## src/rtl/ws2812_pkg.sv

```systemverilog
// ----------------------------------------------------------------------------
// ws2812_pkg
// Shared WS2812 timing constants, the receiver state encoding and a small
// saturating-counter helper. The tick constants assume a 27 MHz clock and are
// also used by the WS2812 transmitter, so both sides agree on bit timing.
// ----------------------------------------------------------------------------
`timescale 1ns/1ps
package ws2812_pkg;

    // High time of a 0 bit, high time of a 1 bit, nominal low time, refresh gap
    localparam int T0H_TICKS  = 9;
    localparam int T1H_TICKS  = 19;
    localparam int TXL_TICKS  = 31;
    localparam int RFSH_TICKS = 1350;

    // A pulse at or above the midpoint of T0H and T1H decodes as a 1
    localparam int BIT_THRESH_TICKS = (T0H_TICKS + T1H_TICKS) / 2;

    localparam int CNT_W     = 11;
    localparam int WORD_BITS = 24;

    typedef enum logic [1:0] {
        SYNC = 2'd0,
        HIGH = 2'd1,
        LOW  = 2'd2
    } rx_state_e;

    // Increment that sticks at lim instead of wrapping
    function automatic logic [CNT_W-1:0] sat_inc(input logic [CNT_W-1:0] v,
                                                 input logic [CNT_W-1:0] lim);
        return (v < lim) ? (v + 11'd1) : lim;
    endfunction

endpackage

```

## src/rtl/ws2812_rx_if.sv

```systemverilog
// ----------------------------------------------------------------------------
// ws2812_rx_if
// Bundles the serial line and the decoded outputs of the WS2812 receiver.
//   din       : serial line into the decoder (asynchronous to clk)
//   color     : last complete {G,R,B} word
//   valid     : one-cycle pulse when color updates
//   frame_end : one-cycle pulse on reset-gap detection
//   err       : one-cycle pulse on glitch, overlong high or partial word
//   dout      : retimed forward of din for the next node in the chain
// master drives the line and observes results; slave is the decoder.
// ----------------------------------------------------------------------------
`timescale 1ns/1ps
interface ws2812_rx_if;
    logic        din;
    logic [23:0] color;
    logic        valid;
    logic        frame_end;
    logic        err;
    logic        dout;

    modport master (
        output din,
        input  color, valid, frame_end, err, dout
    );

    modport slave (
        input  din,
        output color, valid, frame_end, err, dout
    );
endinterface

```

## src/rtl/ws2812_rx_sync_edge.sv

```systemverilog
// ----------------------------------------------------------------------------
// sync_edge
// Two-flop synchroniser for an asynchronous input followed by a history
// register and registered rise/fall strobes. Usable for buttons as well.
//   clk, rst_n : clock, asynchronous active-low reset
//   d_i        : asynchronous input
//   level_o    : synchronised level
//   rise_o     : one-cycle strobe after a synchronised 0->1 transition
//   fall_o     : one-cycle strobe after a synchronised 1->0 transition
// ----------------------------------------------------------------------------
`timescale 1ns/1ps
module sync_edge (
    input  logic clk,
    input  logic rst_n,
    input  logic d_i,
    output logic level_o,
    output logic rise_o,
    output logic fall_o
);

    logic meta_q;
    logic sync_q;
    logic prev_q;
    logic rise_q;
    logic fall_q;

    // Synchroniser chain, edge-detect history and registered strobes
    always_ff @(posedge clk or negedge rst_n) begin
        if (!rst_n) begin
            meta_q <= 1'b0;
            sync_q <= 1'b0;
            prev_q <= 1'b0;
            rise_q <= 1'b0;
            fall_q <= 1'b0;
        end else begin
            meta_q <= d_i;
            sync_q <= meta_q;
            prev_q <= sync_q;
            rise_q <= sync_q & ~prev_q;
            fall_q <= ~sync_q & prev_q;
        end
    end

    assign level_o = sync_q;
    assign rise_o  = rise_q;
    assign fall_o  = fall_q;

endmodule

```

## src/rtl/ws2812_rx.sv

```systemverilog
// ----------------------------------------------------------------------------
// ws2812_rx
// WS2812 receive decoder. Measures each high pulse in clock ticks, decodes
// MSB-first 24-bit words and forwards the rest of the frame on dout, as an
// LED in a daisy chain would.
//   clk   : system clock
//   rst_n : asynchronous active-low reset
//   bus   : ws2812_rx_if.slave (din in; color/valid/frame_end/err/dout out)
// All outputs are registered.
// ----------------------------------------------------------------------------
`timescale 1ns/1ps
module ws2812_rx #(
    parameter int CLK_FREQ         = 27000000,
    parameter int MIN_HIGH_TICKS   = 3,
    parameter int BIT_THRESH_TICKS = ws2812_pkg::BIT_THRESH_TICKS,
    parameter int MAX_HIGH_TICKS   = 40,
    parameter int RESET_TICKS      = ws2812_pkg::RFSH_TICKS
) (
    input  logic        clk,
    input  logic        rst_n,
    ws2812_rx_if.slave  bus
);
    import ws2812_pkg::*;

    // Thresholds must be ordered and fit the 11-bit counters
    if (CLK_FREQ <= 0 || MIN_HIGH_TICKS >= BIT_THRESH_TICKS ||
        BIT_THRESH_TICKS >= MAX_HIGH_TICKS || RESET_TICKS >= 2048) begin : g_param_check
        $error("ws2812_rx: inconsistent timing parameters");
    end

    localparam logic [CNT_W-1:0] MIN_L    = CNT_W'(MIN_HIGH_TICKS);
    localparam logic [CNT_W-1:0] THRESH_L = CNT_W'(BIT_THRESH_TICKS);
    localparam logic [CNT_W-1:0] MAX_L    = CNT_W'(MAX_HIGH_TICKS);
    localparam logic [CNT_W-1:0] RESET_L  = CNT_W'(RESET_TICKS);
    localparam logic [4:0]       LAST_BIT = 5'd23;
    localparam logic [4:0]       FULL_CNT = 5'd24;

    logic line_s;
    logic rise_s;
    logic fall_s;
    logic bit_s;

    rx_state_e        state_q,     state_d;
    logic [CNT_W-1:0] hcnt_q,      hcnt_d;
    logic [CNT_W-1:0] lcnt_q,      lcnt_d;
    logic [4:0]       bit_cnt_q,   bit_cnt_d;
    logic [22:0]      shreg_q,     shreg_d;    // first 23 bits; the 24th goes straight to color
    logic [23:0]      color_q,     color_d;
    logic             pass_q,      pass_d;
    logic             valid_q,     valid_d;
    logic             frame_end_q, frame_end_d;
    logic             err_q,       err_d;
    logic             dout_q,      dout_d;

    sync_edge u_sync (
        .clk     (clk),
        .rst_n   (rst_n),
        .d_i     (bus.din),
        .level_o (line_s),
        .rise_o  (rise_s),
        .fall_o  (fall_s)
    );

    assign bit_s = (hcnt_q >= THRESH_L);

    // Next-state and output decode of the pulse-measuring state machine
    always_comb begin
        state_d     = state_q;
        hcnt_d      = hcnt_q;
        lcnt_d      = lcnt_q;
        bit_cnt_d   = bit_cnt_q;
        shreg_d     = shreg_q;
        color_d     = color_q;
        pass_d      = pass_q;
        valid_d     = 1'b0;
        frame_end_d = 1'b0;
        err_d       = 1'b0;
        dout_d      = pass_q & line_s;

        case (state_q)
            SYNC: begin
                // Wait for a full reset gap before trusting any edge
                if (line_s) begin
                    lcnt_d = 11'd0;
                end else if (lcnt_q == RESET_L - 11'd1) begin
                    state_d   = LOW;
                    lcnt_d    = RESET_L;   // already saturated: no frame_end for this gap
                    bit_cnt_d = 5'd0;
                    shreg_d   = 23'd0;
                    pass_d    = 1'b0;
                end else begin
                    lcnt_d = lcnt_q + 11'd1;
                end
            end

            LOW: begin
                if (rise_s) begin
                    state_d = HIGH;
                    hcnt_d  = 11'd0;
                    lcnt_d  = 11'd0;
                end else if (lcnt_q == RESET_L - 11'd1) begin
                    lcnt_d      = RESET_L;
                    frame_end_d = 1'b1;
                    if (bit_cnt_q != 5'd0 && bit_cnt_q < FULL_CNT) begin
                        err_d = 1'b1;
                    end else begin
                        err_d = 1'b0;
                    end
                    shreg_d   = 23'd0;
                    bit_cnt_d = 5'd0;
                    pass_d    = 1'b0;
                end else begin
                    lcnt_d = sat_inc(lcnt_q, RESET_L);
                end
            end

            HIGH: begin
                if (fall_s) begin
                    state_d = LOW;
                    lcnt_d  = 11'd0;
                    if (hcnt_q < MIN_L) begin
                        err_d = 1'b1;                       // glitch: bit dropped
                    end else if (bit_cnt_q == LAST_BIT) begin
                        color_d   = {shreg_q, bit_s};
                        valid_d   = 1'b1;
                        pass_d    = 1'b1;
                        bit_cnt_d = FULL_CNT;
                    end else if (bit_cnt_q < LAST_BIT) begin
                        shreg_d   = {shreg_q[21:0], bit_s};
                        bit_cnt_d = bit_cnt_q + 5'd1;
                    end else begin
                        bit_cnt_d = bit_cnt_q;              // downstream bits: dout only
                    end
                end else if (hcnt_q == MAX_L - 11'd1) begin
                    hcnt_d    = MAX_L;
                    err_d     = 1'b1;
                    state_d   = SYNC;
                    lcnt_d    = 11'd0;
                    bit_cnt_d = 5'd0;
                    shreg_d   = 23'd0;
                    pass_d    = 1'b0;
                end else begin
                    hcnt_d = sat_inc(hcnt_q, MAX_L);
                end
            end

            default: begin
                state_d = SYNC;
                lcnt_d  = 11'd0;
            end
        endcase
    end

    // State and output registers
    always_ff @(posedge clk or negedge rst_n) begin
        if (!rst_n) begin
            state_q     <= SYNC;
            hcnt_q      <= 11'd0;
            lcnt_q      <= 11'd0;
            bit_cnt_q   <= 5'd0;
            shreg_q     <= 23'd0;
            color_q     <= 24'd0;
            pass_q      <= 1'b0;
            valid_q     <= 1'b0;
            frame_end_q <= 1'b0;
            err_q       <= 1'b0;
            dout_q      <= 1'b0;
        end else begin
            state_q     <= state_d;
            hcnt_q      <= hcnt_d;
            lcnt_q      <= lcnt_d;
            bit_cnt_q   <= bit_cnt_d;
            shreg_q     <= shreg_d;
            color_q     <= color_d;
            pass_q      <= pass_d;
            valid_q     <= valid_d;
            frame_end_q <= frame_end_d;
            err_q       <= err_d;
            dout_q      <= dout_d;
        end
    end

    assign bus.color     = color_q;
    assign bus.valid     = valid_q;
    assign bus.frame_end = frame_end_q;
    assign bus.err       = err_q;
    assign bus.dout      = dout_q;

endmodule

```

## src/flat_wrapper.sv

```systemverilog
// flat-port wrapper written by rule: the top's interface ports become plain ports
module ws2812_rx_flat import ws2812_pkg::*;
#(
    parameter int CLK_FREQ         = 27000000,
    parameter int MIN_HIGH_TICKS   = 3,
    parameter int BIT_THRESH_TICKS = ws2812_pkg::BIT_THRESH_TICKS,
    parameter int MAX_HIGH_TICKS   = 40,
    parameter int RESET_TICKS      = ws2812_pkg::RFSH_TICKS
)
  (clk, rst_n, bus_din, bus_color, bus_valid, bus_frame_end, bus_err, bus_dout);
  ws2812_rx_if bus_i ();
  input  logic clk;
  input  logic rst_n;
  input wire logic [$bits(bus_i.din)-1:0] bus_din;
  output wire logic [$bits(bus_i.color)-1:0] bus_color;
  output wire logic [$bits(bus_i.valid)-1:0] bus_valid;
  output wire logic [$bits(bus_i.frame_end)-1:0] bus_frame_end;
  output wire logic [$bits(bus_i.err)-1:0] bus_err;
  output wire logic [$bits(bus_i.dout)-1:0] bus_dout;
  assign bus_i.din = bus_din;
  assign bus_color = bus_i.color;
  assign bus_valid = bus_i.valid;
  assign bus_frame_end = bus_i.frame_end;
  assign bus_err = bus_i.err;
  assign bus_dout = bus_i.dout;
  ws2812_rx #(.CLK_FREQ(CLK_FREQ), .MIN_HIGH_TICKS(MIN_HIGH_TICKS), .BIT_THRESH_TICKS(BIT_THRESH_TICKS), .MAX_HIGH_TICKS(MAX_HIGH_TICKS), .RESET_TICKS(RESET_TICKS)) u_core (.clk(clk), .rst_n(rst_n), .bus(bus_i));
endmodule
```

## config.mk

```make
export PLATFORM = sky130hd
export DESIGN_NAME = ws2812_rx_flat
export DESIGN_NICKNAME = d
export VERILOG_FILES = /design/src/rtl/ws2812_pkg.sv /design/src/rtl/ws2812_rx_if.sv /design/src/rtl/ws2812_rx_sync_edge.sv /design/src/rtl/ws2812_rx.sv /design/src/flat_wrapper.sv
export SDC_FILE = /design/constraint.sdc
export NUM_CORES = 1
export LEC_CHECK = 0
export BUFFER_PORTS_ARGS = -buffer_cell sky130_fd_sc_hd__clkbuf_2
export CORE_UTILIZATION = 35
export DETAILED_ROUTE_END_ITERATION = 16
export PLACE_DENSITY = 0.59
export SLEW_MARGIN = 20
export SYNTH_ARGS = -nofsm -noshare
export SYNTH_HDL_FRONTEND = slang
export SYNTH_SLANG_ARGS = --single-unit
```

## constraint.sdc

```tcl
create_clock -name clk -period 5.6 [get_ports clk]
set_clock_uncertainty 0.2 [all_clocks]
set_input_delay 0.56 -clock clk [delete_from_list [all_inputs] [get_ports clk]]
set_output_delay 0.56 -clock clk [all_outputs]
set_load 0.03 [all_outputs]
```

==> results.sh, run 1 <==
export IMPL_status="complete, no violations"
export IMPL_synth_edf_count=0
export IMPL_grt_most_used_layer="met2"
export IMPL_die_w_um=109
export IMPL_synthFlopType="dfrtp_1"
export IMPL_n_antenna_cell=0
export IMPL_ant_nets=0
export IMPL_async_reset_ff_share_pct=100
export IMPL_worstPathMaxFanout=23
export IMPL_synthCells=357
export IMPL_wl_per_cell_um=14.8
export IMPL_post_synth_top_count_cell="dfrtp_1"
export IMPL_drt_pass1_iter_count=4
export IMPL_yosys_warnings=0
export IMPL_setup_viol=0
export IMPL_synth_top_area_share_pct=53.9
export IMPL_initialDrtViolationCount=141
export IMPL_viasPerCell=5.38
export IMPL_syn_avg_cell_area_um2=11.2
export IMPL_area_growth_pct=15.3
export IMPL_synth_area_leaders="dfrtp_1 (54%), mux2_2 (7.0%), a22o_1 (5.5%)"
export IMPL_synth_nets=371
export IMPL_max_freq_ghz=0.359
export IMPL_final_setup_tns_ns=0
export IMPL_met3_usage_pct=3.41
export IMPL_cts_root_buffer="clkbuf_16"
export IMPL_syn_area_um2=4000
export IMPL_dp_hpwl_um=5270
export IMPL_end_kind="flop"
export IMPL_rsz0062_at_grt="no"
export IMPL_die_h_um=109
export IMPL_grt_pass1_wl_um=13400
export IMPL_htreeDepth=3
export IMPL_portBuffers=30
export IMPL_cts_tree="done"
export IMPL_cts_sinks=86
export IMPL_clock_latency_ns=0.33
export IMPL_grt_overflow=0
export IMPL_ys_ff_latch=86
export IMPL_synth_commonest_cells="dfrtp_1 (86), nand2_1 (26), nor2_1 (26)"
export IMPL_tightestPinTransition_ns=0.783
export IMPL_worstSetupStartpointType="flop"
export IMPL_synthDistinctLibCells=58
export IMPL_grt_usage_pct=14.4
export IMPL_num_fill_cells=1049
export IMPL_ir_drop_mv=0.166
export IMPL_num_rows=38
export IMPL_yosysSeqAreaShare_pct=53.9
export IMPL_start_util_pct=36.4
export IMPL_cap_violations=0
export IMPL_cts_clk_slew_worst_paths_ns=0.06
export IMPL_drcViolationCount=0
export IMPL_final_nets=401
export IMPL_min_path_type="primary input to flop"
export IMPL_grt_use_met2_pct=21.7
export IMPL_seqCellArea_um2=2150
export IMPL_path_class="flop to flop"
export IMPL_grt_pass1_vias=2728
export IMPL_synth_largest_area_cell="dfrtp_1"
export IMPL_gp_congestion=0.827
export IMPL_numCtsBuffers=9
export IMPL_maxSlewHeadroom_pct=47.6
export IMPL_antenna_found_initial=0
export IMPL_slew_viol_final=0
export IMPL_grt_max_degree=84
export IMPL_wl_um=7860
export IMPL_multi_input_area_um2=1730
export IMPL_dieArea_um2=11800
export IMPL_cts_buffer_depth=2
export IMPL_core_um2=11000
export IMPL_critPathRequiredTime_ns=5.62
export IMPL_post_route_period_util_pct=49.8
export IMPL_ioPinCount=31
export IMPL_power_static_leakage_uw=0.00218
export IMPL_num_vias=2861
export IMPL_min_period_ns=2.79
export IMPL_hold_violations=0
export IMPL_grt_util_met1_pct=20.2
export IMPL_drive_gt1_share_pct=21.7
export IMPL_utilization_pct=42.0
export IMPL_worst_ep_arrival_time_ns=2.81
export IMPL_power_density_nw_per_um2=274
## final timing paths
kind	from	endpoint	slack, ns	cells after the start
setup / recovery	u_core.lcnt_q[5]	u_core.shreg_q[2]	2.81	5
hold / removal	bus_din	u_core.u_sync.meta_q	0.14	1
setup reg to reg	u_core.lcnt_q[5]	u_core.shreg_q[2]	2.81	5
hold reg to reg	u_core.u_sync.meta_q	u_core.u_sync.level_o	0.15	0
max in group asynchronous	rst_n	u_core.bus.color[10]	3.90	3
min in group asynchronous	rst_n	u_core.bus.valid	0.35	2
## registers in the layout, summed over array words and instances (netlist names)
name,flops
u_core.hcnt_q,11
u_core.bus.err,1
u_core.pass_q,1
u_core.shreg_q,23
u_core.bus.valid,1
u_core.u_sync.fall_o,1
u_core.bit_cnt_q,5
u_core.u_sync.level_o,1
u_core.bus.dout,1
u_core.bus.frame_end,1
u_core.u_sync.meta_q,1
u_core.bus.color,24
u_core.state_q,2
u_core.u_sync.rise_o,1
u_core.u_sync.prev_q,1
u_core.lcnt_q,11
## kinds of logic (layout without fill, tap and decap cells)
family | Yosys count | after routing | share of synthesized area [%]
and+or+nand+nor | 104 | 104 | 13.5
DFF | 86 | 86 | 53.9
xor gates and xnor gates | 1 | 1 | 0.219
adders and majority gates | 11 | 11 | 3.44
AOI/OAI and AO/OA | 98 | 98 | 18.2
buffers and inverters | 30 | 65 | 3.26
muxes | 27 | 27 | 7.55
## where the power goes
group	leakage [uW]	switching, uW	internal [uW]
logic	0.000836	19.0	7.73
registers	0.00119	4.31	625
clock network	0.000152	254	352
total	0.00218	277	984
## through the flow
stage	power (uW)	area, um^2	cells	setup WS [ns]	hold WS (ns)
6_report	1260	4610	532	2.81	0.140
5_1_grt	1310	4610	532	2.70	0.129
4_1_cts	1280	4600	532	2.81	0.129
3_5_place_dp	667	4290	515	2.81	0.136
3_3_place_gp	667	4290	515	2.84	0.139
2_1_floorplan	650	4000	357	2.98	0.0644
## critical path: stages (launching register included)
cell	delay [ns]
dfrtp_1	0.42
or3_1	0.41
or4_4	0.53
a221o_2	0.48
o21bai_4	0.32
a22o_2	0.32
## metal layers
metal	vias to the layer above	wire length, um
met5	-	0
met4	0	82
met3	7	273
met2	60	3500
met1	1413	4010
li1	1381	-
## repair_timing
action / in CTS / in global routing
buffers inserted: 0 / 0
endpoints found under the setup margin: 0 / 0
gates resized for setup: 0 / 0
hold buffers: 1 / 0
endpoints found under the hold margin: 3 / 0
## cell type report
| cell class | instances | share of cell area, % |
|---|---|---|
| clock buffers | 9 | 4.89 |
| multi-input cells | 241 | 37.5 |
| clock inverters | 7 | 1.76 |
| repair buffers | 34 | 4.10 |
| flip-flops and latches | 86 | 46.7 |
| inverters | 15 | 1.22 |
| well taps | 140 | 3.80 |
## placed cells by master (no fill, tap or decap), types with 2 or more instances in the layout
cell type,n
nor3_1,3
and2_1,5
inv_1,15
and3_1,3
a21o_1,2
clkinv_4,3
o211ai_1,2
clkbuf_2,29
nand4b_1,3
a22o_2,2
buf_4,3
nand2_1,26
nor2_1,26
dfrtp_1,86
mux2i_1,2
clkbuf_16,9
nand2b_1,3
o32ai_1,3
a211oi_1,3
nand3_1,8
a22o_1,25
o22ai_1,2
a31oi_1,4
nand4_1,2
nor4_1,4
ha_1,11
o31a_1,2
a21oi_1,14
nor2b_1,8
mux2_2,25
o21ai_0,19
or3_1,3
a32oi_1,2
a221o_1,2
or4_1,2
o31ai_1,2
Power figures use the tool's default switching activity.
==> run 2, diff against run 1 <==
--- a/config.mk
+++ b/config.mk
@@ -8,7 +8,7 @@
 export BUFFER_PORTS_ARGS = -buffer_cell sky130_fd_sc_hd__clkbuf_2
 export CORE_UTILIZATION = 35
 export DETAILED_ROUTE_END_ITERATION = 16
-export PLACE_DENSITY = 0.59
+export PLACE_DENSITY = 0.61
 export SLEW_MARGIN = 20
 export SYNTH_ARGS = -nofsm -noshare
 export SYNTH_HDL_FRONTEND = slang
==> constraint.sdc (replaced) <==
create_clock -name clk -period 2.3 [get_ports clk]
set_clock_uncertainty 0.2 [all_clocks]
set_input_delay 0.23 -clock clk [delete_from_list [all_inputs] [get_ports clk]]
set_output_delay 0.23 -clock clk [all_outputs]
set_load 0.03 [all_outputs]
==> run 2 against run 1 <==
  * Clock power rose by 130%
  * Critical path depth rose by 1
  * The run now ends with negative setup slack left
  * First-iteration DRC count fell by 11%
  * Via count up 8.5%
  * Clock-buffer cell count increased by 1
  * Combinational power grew to 3.3 times the previous value
  * Flip-flop and latch count stayed put
  * Largest power group unchanged
  * Register-to-register slack got worse by 3.0 ns
==> results.sh, run 2 (synthesis results as in run 1) <==
export IMPL_dieArea_um2=11800
export IMPL_dp_hpwl_um=5890
export IMPL_worstPathMaxFanout=4
export IMPL_viasPerCell=5.30
export IMPL_wl_per_cell_um=14.8
export IMPL_worstSetupStartpointType="flop"
export IMPL_tightestPinTransition_ns=0.594
export IMPL_initialDrtViolationCount=126
export IMPL_setup_viol=29
export IMPL_final_common_cell="dfrtp_1"
export IMPL_largest_reg_flops=24
export IMPL_end_kind="flop"
export IMPL_area_growth_pct=27.6
export IMPL_grt_pass1_wl_um=15000
export IMPL_min_path_type="flop to flop"
export IMPL_rsz0062_at_grt="yes"
export IMPL_start_util_pct=36.4
export IMPL_critPathRequiredTime_ns=2.35
export IMPL_holdWs_ns=0.184
export IMPL_num_fill_cells=1004
export IMPL_power_static_leakage_uw=0.00245
export IMPL_wl_um=8680
export IMPL_worst_slack_ns=-0.147
export IMPL_n_antenna_cell=0
export IMPL_ioPinCount=31
export IMPL_drt_pass1_iter_count=4
export IMPL_antenna_found_initial=0
export IMPL_cts_root_buffer="clkbuf_16"
export IMPL_ant_nets=0
export IMPL_grt_usage_pct=16.3
export IMPL_post_route_period_util_pct=106
export IMPL_status="finished with violations"
export IMPL_grt_pass1_vias=3069
export IMPL_cts_tree="done"
export IMPL_final_setup_tns_ns=-2.88
export IMPL_place_area_um2=4670
export IMPL_num_rows=38
export IMPL_power_density_nw_per_um2=590
export IMPL_design_area_um2=5100
export IMPL_cts_buffer_depth=2
export IMPL_layout_cells_non_filler=586
export IMPL_num_vias=3104
export IMPL_htreeDepth=3
export IMPL_violations="negative setup slack"
export IMPL_portBuffers=30
export IMPL_dp_cells=562
export IMPL_core_um2=11000
export IMPL_grt_max_degree=45
export IMPL_cap_violations=0
export IMPL_cts_sinks=86
export IMPL_grt_overflow=0
export IMPL_drive_gt1_share_pct=33.6
export IMPL_final_cell_mix="dfrtp_1 (86), buf_4 (52), clkbuf_2 (29)"
export IMPL_multi_input_area_um2=1820
export IMPL_die_h_um=109
export IMPL_min_period_ns=2.45
export IMPL_drcViolationCount=0
export IMPL_maxSlewHeadroom_pct=60.4
export IMPL_die_w_um=109
export IMPL_hold_violations=0
export IMPL_clock_latency_ns=0.34
export IMPL_cts_clk_slew_worst_paths_ns=0.06
export IMPL_ir_drop_mv=0.369
export IMPL_slew_viol_final=0
export IMPL_worst_ep_arrival_time_ns=2.49
export IMPL_path_class="flop to flop"
export IMPL_numCtsBuffers=9
export IMPL_seqCellArea_um2=2150
export IMPL_gp_congestion=0.838
export IMPL_final_nets=455
export IMPL_utilization_pct=46.4
export IMPL_max_freq_ghz=0.409
run 2: cell type report:
type,instances,share of cell area (%)
Timing Repair Buffer,86,11.9
Clock inverter,6,1.01
Inverter,15,1.10
Sequential cell,86,42.2
Multi-Input combinational cell,243,35.7
Clock buffer,10,4.68
Tap cell,140,3.43
run 2: metal layers:
metal	track usage (%)	wire length, um
met1	21.8	4070
met3	3.23	313
met5	0	0
met4	6.47	158
met2	26.0	4130
run 2: where the power goes:
part           switching, uW  leakage (uW)  internal, uW
combinational           53.7       0.00112          33.2
clock                    620      0.000140           776
sequential              6.58       0.00119          1520
total                    680       0.00245          2330
run 2: worst max-delay path, cell delays in order (launching register included):
cell and delay [ns]:
dfrtp_1 0.37, or3_4 0.39, or4_4 0.43, a221o_2 0.42, buf_6 0.15, or2_0 0.21
a211oi_1 0.19
run 2: path summary, 6_finish.rpt:
path | start | slack [ns] | depth (start not counted) | to
worst max register to register | u_core.lcnt_q[3] | -0.15 | 6 | u_core.bit_cnt_q[4]
worst min-delay path | u_core.u_sync.meta_q | 0.18 | 0 | u_core.u_sync.level_o
max in group asynchronous | rst_n | 1.02 | 3 | u_core.shreg_q[11]
min in group asynchronous | rst_n | 0.25 | 2 | u_core.bus.color[20]
worst max-delay path | u_core.lcnt_q[3] | -0.15 | 6 | u_core.bit_cnt_q[4]
worst min register to register | u_core.u_sync.meta_q | 0.18 | 0 | u_core.u_sync.level_o
run 2: stage by stage:
step           setup WS (ns)  total power, uW
3_3_place_gp          -0.180             1640
5_1_grt               -0.214             3140
4_1_cts               -0.189             3050
3_5_place_dp          -0.230             1640
6_report              -0.147             3010
2_1_floorplan         -0.219             1580
run 2: repair_timing:
item | 4_1_cts | 5_1_grt
setup buffers | 3 | 1
pin swaps | 8 | 1
cloned | 2 | 0
endpoints found under the setup margin | 27 | 66
endpoints found under the hold margin | 44 | 0
hold buffers | 2 | 0
gates resized for setup | 8 | 11
==> run 3, diff against run 2 <==
--- a/config.mk
+++ b/config.mk
@@ -6,7 +6,9 @@
 export NUM_CORES = 1
 export LEC_CHECK = 0
 export BUFFER_PORTS_ARGS = -buffer_cell sky130_fd_sc_hd__clkbuf_2
+export CORE_ASPECT_RATIO = 1.75
 export CORE_UTILIZATION = 35
+export CTS_CLUSTER_SIZE = 12
 export DETAILED_ROUTE_END_ITERATION = 16
 export PLACE_DENSITY = 0.61
 export SLEW_MARGIN = 20
==> run 3 against run 2 <==
  * The flow still finishes with violations (negative setup slack)
  * Worst setup slack got worse by 0.020 ns
  * Hold slack got worse by 0.036 ns
  * Global-route usage rose by 1.3 points
  * Maximum frequency fell by 0.83%
  * Cell area rose by 2.8%
  * Cell count fell by 0.34%
  * Sequential share of layout area fell by 1.2 points
  * Flip-flop and latch count did not move
  * Sequential power barely moved
  * Wire length rose by 10%
  * Via count rose by 2.1%
  * Die area rose by 0.14%
  * Critical endpoint is now u_core.shreg_q[15]
==> results.sh, run 3 (synthesis results as in run 1) <==
export IMPL_end_kind="flop"
export IMPL_cts_tree="done"
export IMPL_critPathRequiredTime_ns=2.33
export IMPL_clock_latency_ns=0.34
export IMPL_grt_pass1_wl_um=15500
export IMPL_worst_ep_arrival_time_ns=2.50
export IMPL_max_freq_ghz=0.405
export IMPL_grt_overflow=0
export IMPL_switching_power_uw=678
export IMPL_maxSlewHeadroom_pct=58.9
export IMPL_hold_path_cell_count=0
export IMPL_viasPerCell=5.42
export IMPL_pwr_share_clk_pct=48.0
export IMPL_htreeDepth=3
export IMPL_setup_viol=29
export IMPL_post_route_period_util_pct=107
export IMPL_grt_pass1_vias=3225
export IMPL_cts_sinks=86
export IMPL_p_sw_share_pct=21.8
export IMPL_layout_cells_non_filler=584
export IMPL_p_int_uw=2430
export IMPL_largest_reg_flops=24
export IMPL_die_w_um=82.8
export IMPL_grt_max_degree=56
export IMPL_final_cell_mix="dfrtp_1 (86), buf_4 (51), clkbuf_2 (29)"
export IMPL_wl_met2_um=5190
export IMPL_drive_gt1_share_pct=36.1
export IMPL_r2r_end="u_core.shreg_q[15]"
export IMPL_drcViolationCount=0
export IMPL_dieArea_um2=11900
export IMPL_dr_wl_met3_um=256
export IMPL_status="finished with violations"
export IMPL_min_path_type="flop to flop"
export IMPL_grt_usage_pct=17.6
export IMPL_utilization_pct=47.3
export IMPL_portBuffers=30
export IMPL_dp_hpwl_um=6410
export IMPL_hold_violations=0
export IMPL_detailedPlace_worstSlack_ns=-0.197
export IMPL_n_antenna_cell=0
export IMPL_drt_pass1_iter_count=4
export IMPL_num_vias=3168
export IMPL_tightestPinTransition_ns=0.614
export IMPL_wl_per_cell_um=16.4
export IMPL_route_top_layer_used="met4"
export IMPL_antenna_found_initial=0
export IMPL_r2r_cells=5
export IMPL_final_setup_tns_ns=-3.18
export IMPL_total_power_uw=3110
export IMPL_worst_slack_ns=-0.167
export IMPL_wl_met1_um=3790
export IMPL_reg2reg_slack_ns=-0.17
export IMPL_die_h_um=143
export IMPL_start_util_pct=36.0
export IMPL_gp_congestion=0.922
export IMPL_p_seq_share_pct=49.2
export IMPL_violations="negative setup slack"
export IMPL_ioPinCount=31
export IMPL_path_class="flop to flop"
export IMPL_worstSetupStartpointType="flop"
export IMPL_cts_clk_slew_worst_paths_ns=0.06
export IMPL_numCtsBuffers=9
export IMPL_cts_root_buffer="clkbuf_16"
export IMPL_holdPathEnd="u_core.u_sync.level_o"
export IMPL_hold_start="u_core.u_sync.meta_q"
export IMPL_rsz0062_at_grt="yes"
export IMPL_dp_cells=555
export IMPL_cap_violations=0
export IMPL_num_fill_cells=1045
export IMPL_cts_buffer_depth=2
export IMPL_timing_rr_start="u_core.lcnt_q[3]"
export IMPL_num_rows=51
export IMPL_p_comb_share_pct=2.7
export IMPL_min_period_ns=2.47
export IMPL_final_common_cell="dfrtp_1"
export IMPL_area_growth_pct=31.3
export IMPL_power_static_leakage_uw=0.00250
export IMPL_core_um2=11100
export IMPL_slew_viol_final=0
export IMPL_ir_drop_mv=0.484
export IMPL_initialDrtViolationCount=189
export IMPL_ant_nets=0
export IMPL_worstPathMaxFanout=5
export IMPL_power_density_nw_per_um2=592
export IMPL_wl_um=9570
export IMPL_final_nets=461
-- run 3: worst max path at each step --
stage,from,end,cells after the start
floorplan,u_core.lcnt_q[3],u_core.shreg_q[13],6
global placement,u_core.hcnt_q[6],u_core.bit_cnt_q[2],7
detailed placement,u_core.lcnt_q[3],u_core.shreg_q[2],5
CTS,u_core.lcnt_q[3],u_core.shreg_q[3],5
global route,u_core.lcnt_q[3],u_core.shreg_q[15],5
finish,u_core.lcnt_q[3],u_core.shreg_q[15],5
-- run 3: what timing repair did --
| action | 4_1_cts | 5_1_grt |
|---|---|---|
| endpoints found under the hold margin | 32 | 0 |
| cloned | 2 | 3 |
| pin swaps | 6 | 6 |
| hold buffers | 2 | 0 |
| setup buffers | 2 | 4 |
| setup endpoints to repair | 27 | 38 |
| resized for setup | 14 | 17 |
-- run 3: through the flow --
step	hold WS (ns)	instance area, um^2
5_1_grt	0.171	5250
6_report	0.148	5250
3_5_place_dp	0.00963	4680
4_1_cts	0.149	5100
2_1_floorplan	-0.266	4000
3_3_place_gp	0.0117	4680
-- run 3: per-layer routing --
metal  up-vias  GRT usage [%]
met5         -              0
met4         0           9.44
met3        24           3.49
met2        67           30.5
met1      1571           19.7
li1       1506              -
-- run 3: worst max-delay path: stages, from the launching register on --
cell and delay [ns]:
dfrtp_1 0.38, or3_4 0.39, or4_4 0.43, a221o_2 0.43
o21bai_2 0.28, a22o_1 0.25
-- run 3: area by class of cell --
class	instances	area (um^2)	share of cell area, %
Clock buffer	10	239	4.56
Clock inverter	6	68.8	1.31
Inverter	15	56.3	1.07
Multi-Input combinational cell	244	1860	35.5
Sequential cell	86	2150	41.0
Tap cell	132	165	3.15
Timing Repair Buffer	91	703	13.4
-- run 3: power groups by stage --
stage	logic, uW	registers, uW	clock network, uW
2_1_floorplan	24.8	1560	0
3_3_place_gp	84.0	1560	0
3_5_place_dp	85.3	1560	0
4_1_cts	88.2	1530	1510
5_1_grt	98.4	1530	1590
6_report	85.3	1530	1490
